[src/rtl/mem_port_arbiter_if.sv]
`default_nettype none
// ---------------------------------------------------------------------------
// Module   : mem_port_arbiter_if
// Purpose  : Request, memory-handshake and result signals of the IF/MEM
//            shared memory port.
// Revision : 1.0
// ---------------------------------------------------------------------------
interface mem_port_arbiter_if #(
  parameter int WIDTH = 32
);
  logic             IFReq;
  logic [WIDTH-1:0] IFAddr;
  logic             MemRead;
  logic             MemWrite;
  logic [WIDTH-1:0] DataAddr;
  logic [WIDTH-1:0] DataWData;
  logic             MemReady;
  logic [WIDTH-1:0] MemRData;
  logic [WIDTH-1:0] MemAddr;
  logic [WIDTH-1:0] MemWData;
  logic             MemRdEn;
  logic             MemWrEn;
  logic [WIDTH-1:0] Instr;
  logic [WIDTH-1:0] DataOut;
  logic             IFStall;
  logic             MEMStall;

  modport slave (
    input  IFReq, IFAddr, MemRead, MemWrite, DataAddr, DataWData,
           MemReady, MemRData,
    output MemAddr, MemWData, MemRdEn, MemWrEn, Instr, DataOut,
           IFStall, MEMStall
  );

  modport master (
    output IFReq, IFAddr, MemRead, MemWrite, DataAddr, DataWData,
           MemReady, MemRData,
    input  MemAddr, MemWData, MemRdEn, MemWrEn, Instr, DataOut,
           IFStall, MEMStall
  );
endinterface
`default_nettype wire

[src/rtl/mem_port_arbiter.sv]
`default_nettype none
// ---------------------------------------------------------------------------
// Module   : mem_port_arbiter
// Purpose  : Shares one single-port memory between instruction fetch and
//            data access, with a bounded data-priority starvation guard.
// Revision : 1.0
// ---------------------------------------------------------------------------
module mem_port_arbiter #(
  parameter int WIDTH      = 32,
  parameter int STARVE_MAX = 2
) (
  input  wire logic         CLK,
  input  wire logic         Reset,
  mem_port_arbiter_if.slave bus
);
  localparam int c_CNT_W = (STARVE_MAX < 2) ? 1 : $clog2(STARVE_MAX + 1);
  localparam logic [c_CNT_W-1:0] c_STARVE_MAX = c_CNT_W'(STARVE_MAX);

  typedef enum logic [1:0] {
    IDLE      = 2'd0,
    IF_BUSY   = 2'd1,
    DATA_BUSY = 2'd2
  } state_t;

  state_t             r_state,      w_state_nxt;
  logic [WIDTH-1:0]   r_mem_addr,   w_mem_addr_nxt;
  logic [WIDTH-1:0]   r_mem_wdata,  w_mem_wdata_nxt;
  logic               r_rd_en,      w_rd_en_nxt;
  logic               r_wr_en,      w_wr_en_nxt;
  logic [WIDTH-1:0]   r_instr,      w_instr_nxt;
  logic [WIDTH-1:0]   r_data_out,   w_data_out_nxt;
  logic [c_CNT_W-1:0] r_starve_cnt, w_starve_cnt_nxt;

  logic w_dreq;
  logic w_force_if;
  logic w_if_done;
  logic w_data_done;

  assign w_dreq      = bus.MemRead | bus.MemWrite;
  assign w_force_if  = bus.IFReq & (r_starve_cnt == c_STARVE_MAX);
  assign w_if_done   = (r_state == IF_BUSY) & bus.MemReady;
  assign w_data_done = (r_state == DATA_BUSY) & bus.MemReady;

  always_ff @(posedge CLK or posedge Reset) begin
    if (Reset) begin
      r_state      <= IDLE;
      r_mem_addr   <= '0;
      r_mem_wdata  <= '0;
      r_rd_en      <= 1'b0;
      r_wr_en      <= 1'b0;
      r_instr      <= '0;
      r_data_out   <= '0;
      r_starve_cnt <= '0;
    end else begin
      r_state      <= w_state_nxt;
      r_mem_addr   <= w_mem_addr_nxt;
      r_mem_wdata  <= w_mem_wdata_nxt;
      r_rd_en      <= w_rd_en_nxt;
      r_wr_en      <= w_wr_en_nxt;
      r_instr      <= w_instr_nxt;
      r_data_out   <= w_data_out_nxt;
      r_starve_cnt <= w_starve_cnt_nxt;
    end
  end

  always_comb begin
    w_state_nxt      = r_state;
    w_mem_addr_nxt   = r_mem_addr;
    w_mem_wdata_nxt  = r_mem_wdata;
    w_rd_en_nxt      = r_rd_en;
    w_wr_en_nxt      = r_wr_en;
    w_instr_nxt      = r_instr;
    w_data_out_nxt   = r_data_out;
    w_starve_cnt_nxt = r_starve_cnt;

    case (r_state)
      IDLE: begin
        if (w_dreq && !w_force_if) begin
          w_state_nxt     = DATA_BUSY;
          w_mem_addr_nxt  = bus.DataAddr;
          w_mem_wdata_nxt = bus.DataWData;
          // A combined read+write request is treated as a store.
          w_wr_en_nxt     = bus.MemWrite;
          w_rd_en_nxt     = ~bus.MemWrite;
          if (bus.IFReq && (r_starve_cnt < c_STARVE_MAX)) begin
            w_starve_cnt_nxt = r_starve_cnt + c_CNT_W'(1);
          end
        end else if (bus.IFReq) begin
          w_state_nxt      = IF_BUSY;
          w_mem_addr_nxt   = bus.IFAddr;
          w_rd_en_nxt      = 1'b1;
          w_wr_en_nxt      = 1'b0;
          w_starve_cnt_nxt = '0;
        end else begin
          w_rd_en_nxt = 1'b0;
          w_wr_en_nxt = 1'b0;
        end
      end
      IF_BUSY: begin
        if (bus.MemReady) begin
          w_state_nxt = IDLE;
          w_rd_en_nxt = 1'b0;
          w_wr_en_nxt = 1'b0;
          w_instr_nxt = bus.MemRData;
        end
      end
      DATA_BUSY: begin
        if (bus.MemReady) begin
          w_state_nxt = IDLE;
          w_rd_en_nxt = 1'b0;
          w_wr_en_nxt = 1'b0;
          if (!r_wr_en) begin
            w_data_out_nxt = bus.MemRData;
          end
        end
      end
      default: begin
        w_state_nxt = IDLE;
        w_rd_en_nxt = 1'b0;
        w_wr_en_nxt = 1'b0;
      end
    endcase
  end

  assign bus.MemAddr  = r_mem_addr;
  assign bus.MemWData = r_mem_wdata;
  assign bus.MemRdEn  = r_rd_en;
  assign bus.MemWrEn  = r_wr_en;

  // Pass read data through in the completion cycle so the pipeline captures
  // it on the same edge its stall drops.
  assign bus.Instr    = w_if_done ? bus.MemRData : r_instr;
  assign bus.DataOut  = (w_data_done && !r_wr_en) ? bus.MemRData : r_data_out;
  assign bus.IFStall  = bus.IFReq & ~w_if_done;
  assign bus.MEMStall = w_dreq & ~w_data_done;
endmodule
`default_nettype wire

[src/flat_wrapper.sv]
// flat-port wrapper written by rule: the top's interface ports become plain ports
module mem_port_arbiter_flat 
#(
  parameter int WIDTH      = 32,
  parameter int STARVE_MAX = 2
)
  (CLK, Reset, bus_IFReq, bus_IFAddr, bus_MemRead, bus_MemWrite, bus_DataAddr, bus_DataWData, bus_MemReady, bus_MemRData, bus_MemAddr, bus_MemWData, bus_MemRdEn, bus_MemWrEn, bus_Instr, bus_DataOut, bus_IFStall, bus_MEMStall);
  mem_port_arbiter_if #(.WIDTH(WIDTH)) bus_i ();
  input  wire logic CLK;
  input  wire logic Reset;
  input wire logic [$bits(bus_i.IFReq)-1:0] bus_IFReq;
  input wire logic [$bits(bus_i.IFAddr)-1:0] bus_IFAddr;
  input wire logic [$bits(bus_i.MemRead)-1:0] bus_MemRead;
  input wire logic [$bits(bus_i.MemWrite)-1:0] bus_MemWrite;
  input wire logic [$bits(bus_i.DataAddr)-1:0] bus_DataAddr;
  input wire logic [$bits(bus_i.DataWData)-1:0] bus_DataWData;
  input wire logic [$bits(bus_i.MemReady)-1:0] bus_MemReady;
  input wire logic [$bits(bus_i.MemRData)-1:0] bus_MemRData;
  output wire logic [$bits(bus_i.MemAddr)-1:0] bus_MemAddr;
  output wire logic [$bits(bus_i.MemWData)-1:0] bus_MemWData;
  output wire logic [$bits(bus_i.MemRdEn)-1:0] bus_MemRdEn;
  output wire logic [$bits(bus_i.MemWrEn)-1:0] bus_MemWrEn;
  output wire logic [$bits(bus_i.Instr)-1:0] bus_Instr;
  output wire logic [$bits(bus_i.DataOut)-1:0] bus_DataOut;
  output wire logic [$bits(bus_i.IFStall)-1:0] bus_IFStall;
  output wire logic [$bits(bus_i.MEMStall)-1:0] bus_MEMStall;
  assign bus_i.IFReq = bus_IFReq;
  assign bus_i.IFAddr = bus_IFAddr;
  assign bus_i.MemRead = bus_MemRead;
  assign bus_i.MemWrite = bus_MemWrite;
  assign bus_i.DataAddr = bus_DataAddr;
  assign bus_i.DataWData = bus_DataWData;
  assign bus_i.MemReady = bus_MemReady;
  assign bus_i.MemRData = bus_MemRData;
  assign bus_MemAddr = bus_i.MemAddr;
  assign bus_MemWData = bus_i.MemWData;
  assign bus_MemRdEn = bus_i.MemRdEn;
  assign bus_MemWrEn = bus_i.MemWrEn;
  assign bus_Instr = bus_i.Instr;
  assign bus_DataOut = bus_i.DataOut;
  assign bus_IFStall = bus_i.IFStall;
  assign bus_MEMStall = bus_i.MEMStall;
  mem_port_arbiter #(.WIDTH(WIDTH), .STARVE_MAX(STARVE_MAX)) u_core (.CLK(CLK), .Reset(Reset), .bus(bus_i));
endmodule
[config.mk]
export PLATFORM = sky130hd
export DESIGN_NAME = mem_port_arbiter_flat
export DESIGN_NICKNAME = d
export VERILOG_FILES = /design/src/rtl/mem_port_arbiter_if.sv /design/src/rtl/mem_port_arbiter.sv /design/src/flat_wrapper.sv
export SDC_FILE = /design/constraint.sdc
export NUM_CORES = 1
export LEC_CHECK = 0
export CORE_MARGIN = 2
export CORE_UTILIZATION = 23
export CTS_BUF_LIST = sky130_fd_sc_hd__clkbuf_4
export DETAILED_ROUTE_END_ITERATION = 8
export PLACE_DENSITY = 0.54
export SYNTH_ARGS = -nofsm -noshare
export SYNTH_HDL_FRONTEND = slang
export SYNTH_SLANG_ARGS = --single-unit
export TNS_END_PERCENT = 30
[constraint.sdc]
create_clock -name CLK -period 4.7 [get_ports CLK]
set_clock_uncertainty 0.2 [all_clocks]
set_input_delay 0.705 -clock CLK [delete_from_list [all_inputs] [get_ports CLK]]
set_output_delay 0.705 -clock CLK [all_outputs]
set_load 0.03 [all_outputs]
==> results.sh <==
export IMPL_crit_top_cell="clkdlybuf4s50_1"
export IMPL_drv_slew=0
export IMPL_initial_core_util_pct=23.4
export IMPL_cp_end_kind="output port"
export IMPL_seqPwrFrac_pct=29.2
export IMPL_slowest_stage="clkdlybuf4s50_1"
export IMPL_ir_drop_mv=0.331
export IMPL_io_buffers=265
export IMPL_setup_tns_ns=0
export IMPL_antenna_found_initial=2
export IMPL_yosys_top_cells_area="dfrtp_1 (57%), mux2_2 (24%), mux2i_1 (5.6%)"
export IMPL_period_share_pct=81.9
export IMPL_wirelength_um=15700
export IMPL_internal_power_w=0.00384
export IMPL_slew_headroom_pct=19.1
export IMPL_worstPathMaxFanout=18
export IMPL_critPathMaxStageDelay_ns=0.60
export IMPL_drive_gt1_share_pct=24.5
export IMPL_ios=266
export IMPL_fin_ws_ns=0.849
export IMPL_synthDominantCellAreaShare_pct=57.3
export IMPL_drv_cap=0
export IMPL_crit_chain="clkdlybuf4s50_1 > nand2_2 > buf_4 > mux2_2 > clkdlybuf4s50_1"
export IMPL_gp_congestion=0.741
export IMPL_yosys_area_top_type="dfrtp_1"
export IMPL_worst_pin_slew_ns=1.21
export IMPL_rows=58
export IMPL_postLayoutCoreUtil_pct=36.3
export IMPL_crit_path_start_kind="input pin"
export IMPL_areaGrowthSynthToFinish_pct=55.5
export IMPL_path_clk_slew_ns=0.13
export IMPL_design_core_area_um2=25000
export IMPL_clkPwrFrac_pct=11.0
export IMPL_synth_seq_cells=134
export IMPL_postRouteAntennaNets=0
export IMPL_grt_setup_unrepaired="false"
export IMPL_syn_cell_area_um2=5850
export IMPL_setup_viol=0
export IMPL_post_cts_resized=0
export IMPL_insertion_delay_ns=0.53
export IMPL_nets=823
export IMPL_vias=4285
export IMPL_yosysWarnings=0
export IMPL_drt_iter0_drc=104
export IMPL_post_route_min_period_ns=3.85
export IMPL_layout_commonest_cell="clkdlybuf4s50_1"
export IMPL_die_area_um2=26700
export IMPL_ys_types=32
export IMPL_dr_pass1_iters=4
export IMPL_tritoncts="yes"
export IMPL_vias_per_cell=4.16
export IMPL_root_buffer="clkbuf_4"
export IMPL_syn_nets=560
export IMPL_synthArstFlopShare_pct=100
export IMPL_grt_max_degree=100
export IMPL_cts_buffers=17
export IMPL_swShare_pct=43.8
export IMPL_p_sw_w=0.00299
export IMPL_cts_hold_buf=0
export IMPL_die_y_um=163
export IMPL_place_ws_ns=0.814
export IMPL_post_cts_buffers=0
export IMPL_path_delay_family="buffers and inverters"
export IMPL_power_leakage_nw=3.74
export IMPL_clock_path_buffers=2
export IMPL_gr_total_overflow=0
export IMPL_place_hpwl_um=11300
export IMPL_cp_arrival_ns=2.95
export IMPL_wl_per_cell_um=15.2
export IMPL_clkSinkCount=134
export IMPL_die_width_um=163
export IMPL_drc=0
export IMPL_hold_path_class="reg2reg"
export IMPL_synth_edf_count=0
export IMPL_pwr_density_cell_nw_per_um2=751
export IMPL_grt_pass1_wl_um=24500
export IMPL_hold_violations=0
export IMPL_syn_avg_cell_area_um2=13.9
export IMPL_fmax_ghz=0.260
export IMPL_worstPathBufferInverterCount=3
export IMPL_ys_seq_area_share_pct=57.3
export IMPL_crit_type="in2out"
export IMPL_combPwrFrac_pct=59.9
export IMPL_layout_common_cells="clkdlybuf4s50_1 (265), dfrtp_1 (134), mux2_2 (126)"
export IMPL_synthFlopType="dfrtp_1"
export IMPL_grt_pass1_vias=4567
export IMPL_required_ns=3.80
export IMPL_grt_usage_pct=11.8
export IMPL_status="completed"
export IMPL_syn_inst=422
export IMPL_htreeDepth=4
==> sequential cells by signal, indices dropped and copies added (netlist names) <==
register	flops
u_core.bus.MemAddr	32
u_core.r_instr	32
u_core.r_starve_cnt	2
u_core.r_state	2
u_core.bus.MemRdEn	1
u_core.bus.MemWData	32
u_core.r_data_out	32
u_core.bus.MemWrEn	1
==> worst reg2reg max path, cell delays in order (launching register included) <==
cell	delay, ns
dfrtp_1	0.45
ha_1	0.28
o2bb2ai_4	0.46
or4b_1	0.62
o2bb2ai_1	0.17
==> path summary, 6_finish.rpt <==
check	start	end	slack (ns)	depth (start not counted)
worst max-delay path	bus_MemReady	bus_Instr[3]	0.85	5
worst min-delay path	u_core.bus.MemAddr[0]	u_core.bus.MemAddr[0]	0.30	2
worst max register to register	u_core.r_starve_cnt[1]	u_core.r_starve_cnt[0]	2.45	4
worst min register to register	u_core.bus.MemAddr[0]	u_core.bus.MemAddr[0]	0.30	2
max in group asynchronous	Reset	u_core.r_data_out[8]	2.90	3
min in group asynchronous	Reset	u_core.bus.MemWData[29]	0.53	2
==> power by group through the flow <==
stage               sequential, W  clock [W]  combinational, W
global route              0.00206   0.000857           0.00434
floorplan                 0.00254          0           0.00201
detailed placement        0.00202          0           0.00414
global placement          0.00199          0           0.00411
CTS                       0.00200   0.000802           0.00416
finish                    0.00199   0.000749           0.00409
==> layer usage <==
layer / GRT usage (%) / wire length (µm) / vias up
li1: - / - / 2026
met1: 13.4 / 6310 / 2076
met2: 20.0 / 7700 / 171
met3: 5.46 / 1480 / 10
met4: 3.03 / 158 / 2
met5: 0 / 13 / -
==> synth_stat cells, drive strengths merged (2+ instances only) <==
cell     number
nor3          2
inv           6
o21ai        33
buf          19
nand2        36
mux2i        33
dfrtp       134
ha            4
nor2          2
a21oi         2
clkbuf        7
o2bb2ai       2
nand3b        2
mux2        128
==> layout make-up <==
type                       instances  area, µm²
inverter                           6       27.5
timing repair buffer             270       2700
clock inverter                    15        139
fill                            2465      15900
clock buffer                      17        128
antenna                            2       5.00
multi-input combinational        256       2330
tap                              330        413
sequential                       134       3350
==> through the flow <==
step / cells / power, W / area (µm²) / hold WS (ns)
finish: 1030 / 0.00683 / 9100 / 0.299
global route: 1030 / 0.00725 / 9100 / 0.325
CTS: 1028 / 0.00696 / 9090 / 0.304
detailed placement: 996 / 0.00616 / 8820 / 0.271
global placement: 996 / 0.00610 / 8820 / 0.264
floorplan: 422 / 0.00455 / 5850 / 0.270
==> logic make-up after synthesis <==
kind of cell	Yosys count	share of synthesized area [%]
adders and majority gates	4	0.856
muxes	161	30.4
buffers and inverters	32	3.34
AOI/OAI and AO/OA	45	4.49
and+or+nand+nor	46	3.55
DFF	134	57.3
Note: power is estimated with default switching activity, not from simulation.
